[src/rtl/spi_reg_controller.sv]
// SPI mode-0 initiator for the 16-bit write-only register bus: one LSB-first frame {data, addr, 1} per request.
// Define SPI_REG_CONTROLLER_QUEUE_EN to add a 2-entry request FIFO in front of the frame FSM.
module spi_reg_controller #(
    parameter int CLK_DIV = 4,
    parameter int CS_GAP  = 4
) (
    input  logic       clk,
    input  logic       rst,
    input  logic       req_valid,
    output logic       req_ready,
    input  logic [6:0] req_addr,
    input  logic [7:0] req_data,
    output logic       sclk,
    output logic       copi,
    output logic       ncs,
    output logic       busy,
    output logic       done
);
    localparam int DIV_W = $clog2(CLK_DIV);
    localparam int GAP_W = $clog2(CS_GAP);

    typedef enum logic [1:0] {S_IDLE, S_SETUP, S_SHIFT, S_GAP} state_e;

    state_e             state_q, state_d;
    logic [DIV_W-1:0]   div_q, div_d;
    logic [3:0]         bit_q, bit_d;
    logic [GAP_W-1:0]   gap_q, gap_d;
    logic [15:0]        shift_q, shift_d;
    logic               sclk_q, sclk_d;
    logic               copi_q, copi_d;
    logic               ncs_q, ncs_d;
    logic               busy_q, busy_d;
    logic               done_q, done_d;
    logic               start;
    logic [15:0]        start_word;
    logic               div_last;

    assign div_last = (div_q == DIV_W'(CLK_DIV - 1));

    // Output registers are computed from next state so pins change on the same edge as the FSM.
    always_comb begin
        // NOTE: every variable gets a default before the case so no path leaves one unassigned (no latch).
        state_d = state_q;
        div_d   = div_q;
        bit_d   = bit_q;
        gap_d   = gap_q;
        shift_d = shift_q;
        sclk_d  = sclk_q;
        copi_d  = copi_q;
        ncs_d   = ncs_q;
        done_d  = 1'b0;
        case (state_q)
            S_IDLE: begin
                if (start) begin
                    state_d = S_SETUP;
                    shift_d = start_word;
                    copi_d  = start_word[0];
                    ncs_d   = 1'b0;
                    div_d   = '0;
                    bit_d   = '0;
                end
            end
            S_SETUP: begin
                div_d = div_q + DIV_W'(1);
                if (div_last) begin
                    div_d   = '0;
                    sclk_d  = 1'b1;
                    state_d = S_SHIFT;
                end
            end
            S_SHIFT: begin
                div_d = div_q + DIV_W'(1);
                if (div_last) begin
                    div_d = '0;
                    if (sclk_q) begin
                        sclk_d  = 1'b0;
                        copi_d  = shift_q[1];
                        shift_d = {1'b0, shift_q[15:1]};
                    end else if (bit_q == 4'd15) begin
                        state_d = S_GAP;
                        ncs_d   = 1'b1;
                        copi_d  = 1'b0;
                        gap_d   = '0;
                    end else begin
                        sclk_d = 1'b1;
                        bit_d  = bit_q + 4'd1;
                    end
                end
            end
            S_GAP: begin
                gap_d = gap_q + GAP_W'(1);
                if (gap_q == GAP_W'(CS_GAP - 2)) done_d = 1'b1;
                if (gap_q == GAP_W'(CS_GAP - 1)) begin
                    gap_d   = '0;
                    state_d = S_IDLE;
                end
            end
            default: state_d = S_IDLE;
        endcase
        busy_d = (state_d != S_IDLE);
    end

    always_ff @(posedge clk or posedge rst) begin
        if (rst) begin
            state_q <= S_IDLE;
            div_q   <= '0;
            bit_q   <= '0;
            gap_q   <= '0;
            shift_q <= '0;
            sclk_q  <= 1'b0;
            copi_q  <= 1'b0;
            ncs_q   <= 1'b1;
            busy_q  <= 1'b0;
            done_q  <= 1'b0;
        end else begin
            // NOTE: non-blocking assignments so every flop samples pre-edge values regardless of order.
            state_q <= state_d;
            div_q   <= div_d;
            bit_q   <= bit_d;
            gap_q   <= gap_d;
            shift_q <= shift_d;
            sclk_q  <= sclk_d;
            copi_q  <= copi_d;
            ncs_q   <= ncs_d;
            busy_q  <= busy_d;
            done_q  <= done_d;
        end
    end

`ifdef SPI_REG_CONTROLLER_QUEUE_EN
    logic [15:0] fifo_mem [2];
    logic        wr_ptr_q, rd_ptr_q;
    logic [1:0]  cnt_q;
    logic        push, pop;

    assign req_ready  = (cnt_q != 2'd2);
    assign push       = req_valid && req_ready;
    assign pop        = (state_q == S_IDLE) && (cnt_q != 2'd0);
    assign start      = pop;
    assign start_word = fifo_mem[rd_ptr_q];

    // NOTE: FIFO storage has no reset; pointers and count alone decide which entries are valid.
    always_ff @(posedge clk) begin
        if (push) fifo_mem[wr_ptr_q] <= {req_data, req_addr, 1'b1};
    end

    always_ff @(posedge clk or posedge rst) begin
        if (rst) begin
            wr_ptr_q <= 1'b0;
            rd_ptr_q <= 1'b0;
            cnt_q    <= 2'd0;
        end else begin
            if (push) wr_ptr_q <= ~wr_ptr_q;
            if (pop)  rd_ptr_q <= ~rd_ptr_q;
            case ({push, pop})
                2'b10:   cnt_q <= cnt_q + 2'd1;
                2'b01:   cnt_q <= cnt_q - 2'd1;
                default: cnt_q <= cnt_q;
            endcase
        end
    end
`else
    logic ready_q, ready_d;

    assign ready_d    = (state_d == S_IDLE);
    assign req_ready  = ready_q;
    assign start      = (state_q == S_IDLE) && req_valid && ready_q;
    assign start_word = {req_data, req_addr, 1'b1};

    always_ff @(posedge clk or posedge rst) begin
        if (rst) ready_q <= 1'b1;
        else     ready_q <= ready_d;
    end
`endif

    assign sclk = sclk_q;
    assign copi = copi_q;
    assign ncs  = ncs_q;
    assign busy = busy_q;
    assign done = done_q;
endmodule

[config.mk]
export PLATFORM = sky130hd
export DESIGN_NAME = spi_reg_controller
export DESIGN_NICKNAME = d
export VERILOG_FILES = /design/src/rtl/spi_reg_controller.sv
export SDC_FILE = /design/constraint.sdc
export NUM_CORES = 1
export LEC_CHECK = 0
export CAP_MARGIN = 5
export CORE_UTILIZATION = 53
export CTS_BUF_LIST = sky130_fd_sc_hd__clkbuf_4 sky130_fd_sc_hd__clkbuf_8 sky130_fd_sc_hd__clkbuf_16
export DETAILED_ROUTE_END_ITERATION = 7
export GPL_TIMING_DRIVEN = 0
export PLACE_DENSITY = 0.78
export SLEW_MARGIN = 25
export SYNTH_ARGS = -nofsm -noshare
export SYNTH_HDL_FRONTEND = slang
export SYNTH_SLANG_ARGS = --single-unit
[constraint.sdc]
create_clock -name clk -period 2.25 [get_ports clk]
set_clock_uncertainty 0.05 [all_clocks]
set_input_delay 0.5625 -clock clk [delete_from_list [all_inputs] [get_ports clk]]
set_output_delay 0.5625 -clock clk [all_outputs]
set_load 0.01 [all_outputs]
==> results.txt <==
Resized Gates After CTS: 0
Peak supply drop: 619.4 uV
Num CTS Buffers: 5
Failing checks: DRC
Starting density of the core: 57.05%
Die height: 57.19 um
Worst Path Arrival: 1.45 ns
Die Area: 3270 um2
Syn Area/Cell: 10.03 um2
Crit-path cells: clkdlybuf4s50_1
Max Cap Viol: 0
Fin crit period: 2.065 ns
Flops & latches, synth: 31
Sequential Area: 778.2 um2
Filler cells: 225
Syn Std Cell Area: 1614 um2
Final setup TNS: 0 ns
Final Hold Viols: 0
# port buffers: 23
Mapped Cells: 161
# IOs: 24
Max_slew headroom: 57.97%
CP max stage cell: dfstp_2
Core Area: 2829 um2
DP Area: 1883 um2
Final ANT Viol Nets: 0
H-tree levels: 2
Post-CTS Setup Repair Bufs: 0
Crit path max-delay family: flip-flops
Vias: 1,287
Dpl ws: 0.2396 ns
Top post-synthesis cells by area: dfrtp_1, mux2i_1, ha_1
Leakage: 0.0008215 uW
Detailed Place HPWL: 2.339 mm
Crit end category: primary output
Routed wire per std cell: 14.42 um
Nets: 218
Synth-to-layout area growth: 21.16%
Synth top area share: 44.96%
Vias in the first global route: 1,303
Critical Path RT: 1.64 ns
Worst-Skew Late Latency: 0.33 ns
Syn nets: 188
Worst-path maximum fanout: 5
DR iter-0 viols: 80
Share of cells above drive strength 1: 9.896%
CTS clk-pin slew, worst paths: 0.10 ns
Antenna cell count: 0
CTS max path bufs: 2
Worst Tran Pin Value: 0.6296 ns
Detailed Routing Iterations Pass 1: 6
RSZ-0062 raised after global routing: false
Largest net degree at the start of global routing: 32
Final Cycle Share: 91.76%
HP Start: ncs$_DFFE_PP1P_
RePlAce Congestion: 0.7970
PwrDens: 1017 nW/um2
Rows: 19
Reg-to-reg endpoint: shift_q[12]$_DFFE_PP0P_
Outcome: finished, violations left
Setup violators final: 0
Worst path max stage delay: 0.58 ns
Multi-input logic area: 767.0 um2
Sequential fraction of the synthesis area: 48.22%
Grt ovf: 0
Critical Path Source Type: flop
DR vias/cell: 5.771
Clock root buffer: clkbuf_4
Routed WL: 3.215 mm
RR Startpoint: state_q[1]$_DFF_PP0_
# DRC: 4
HP Class: reg2reg
Overall Global Routing Usage: 21.96%
Fmax: 484.4 MHz
Max-slew violation count: 0
WHS Path Cells: 2
Cell variety after synth: 31
Setup ws final: 0.1854 ns
Largest area contributor in the netlist: dfrtp_1
Critical path buffers and inverters: 1
Worst r2r path cells: 7
First-pass GRT wire length: 5.451 mm
CTS tree: built
Synth warn: 0
Hold_buf cts: 0
Hold EP: ncs$_DFFE_PP1P_
CP Class: reg2out
Finished Cell Area: 1956 um2
Sink Count: 31
Die X: 57.19 um
Worst reg2reg setup slack: 0.39 ns
Initial antenna violation count: 0
==> cells in the final DEF, fill, tap and decap left out, types with 5 or more instances in the layout <==
| master | count |
|---|---|
| o21ai_0 | 9 |
| dfrtp_1 | 29 |
| nand3_1 | 5 |
| nor2_1 | 19 |
| inv_1 | 8 |
| clkbuf_4 | 6 |
| a21oi_1 | 19 |
| ha_1 | 9 |
| nand2_1 | 9 |
| mux2i_1 | 15 |
| clkdlybuf4s50_1 | 23 |
==> cell type report <==
class	count	area share, %
well taps	31	1.983
flip-flops and latches	31	39.80
repair buffers	23	11.77
inverters	9	1.727
plain buffers	5	1.791
clock buffers	8	3.711
multi-input cells	116	39.22
==> registers in the layout, indices dropped and copies added, names as in the netlist, 2 cells and up <==
| register | count |
|---|---|
| div_q | 2 |
| bit_q | 4 |
| gap_q | 2 |
| state_q | 2 |
| shift_q | 15 |
==> metrics by stage <==
| step | utilization (%) | power, uW | instances | hold WS, ns |
|---|---|---|---|---|
| 3_5_place_dp | 66.56 | 1614 | 215 | 0.4200 |
| 2_1_floorplan | - | 1368 | 161 | 0.4198 |
| 3_3_place_gp | 66.56 | 1561 | 215 | 0.4119 |
| 6_report | 69.13 | 1988 | 223 | 0.4326 |
| 4_1_cts | 69.13 | 2004 | 223 | 0.4349 |
| 5_1_grt | 69.13 | 2126 | 223 | 0.4663 |
==> worst max-delay path by stage <==
stage / start / cells past startpoint / end
final: req_ready$_DFF_PP1_ / 1 / req_ready
after global routing: req_ready$_DFF_PP1_ / 1 / req_ready
after CTS: req_ready$_DFF_PP1_ / 1 / req_ready
after detailed placement: req_valid / 6 / shift_q[12]$_DFFE_PP0P_
after global placement: rst / 2 / bit_q[3]$_DFFE_PP0P_
after floorplan: state_q[0]$_DFF_PP0_ / 7 / bit_q[1]$_DFFE_PP0P_
==> logic make-up after synthesis <==
kind of cell | Yosys count | synth area share (%)
flops | 31 | 48.22
fa+ha+maj | 9 | 6.977
simple gates | 46 | 13.57
mux | 15 | 9.302
compound gates | 46 | 17.67
buf+inv | 14 | 4.263
==> where the power goes <==
part | internal (uW) | switching (uW) | total (uW)
clock | 196 | 193 | 389
sequential | 752 | 122 | 874
combinational | 314 | 411 | 725
total | 1260 | 726 | 1990
==> cell usage after synthesis <==
master / count
inv_1: 9
a21oi_2: 1
o211ai_1: 2
and3_1: 2
a31oi_1: 2
and3b_1: 1
a22oi_1: 1
nor3_1: 2
nand4_1: 1
nand3b_2: 1
ha_1: 9
o21a_1: 1
dfrtp_1: 29
o21ai_1: 2
nand2_1: 9
buf_4: 4
buf_2: 1
nand3_1: 5
dfstp_2: 2
o2bb2ai_1: 3
a21oi_1: 19
nor2_1: 19
a32o_1: 3
and2_1: 3
a21boi_2: 1
mux2i_1: 15
nand4b_1: 1
a211o_1: 1
o21ai_0: 9
nand2b_1: 2
o31ai_1: 1
==> metal layers <==
metal	GRT usage (%)	up-vias	share of wire [%]
met5	0	-	0
met4	8.362	0	1.8
met3	5.442	8	3.7
met2	39.16	29	50
met1	25.45	620	45
li1	-	630	-
Power figures use the tool's default switching activity.
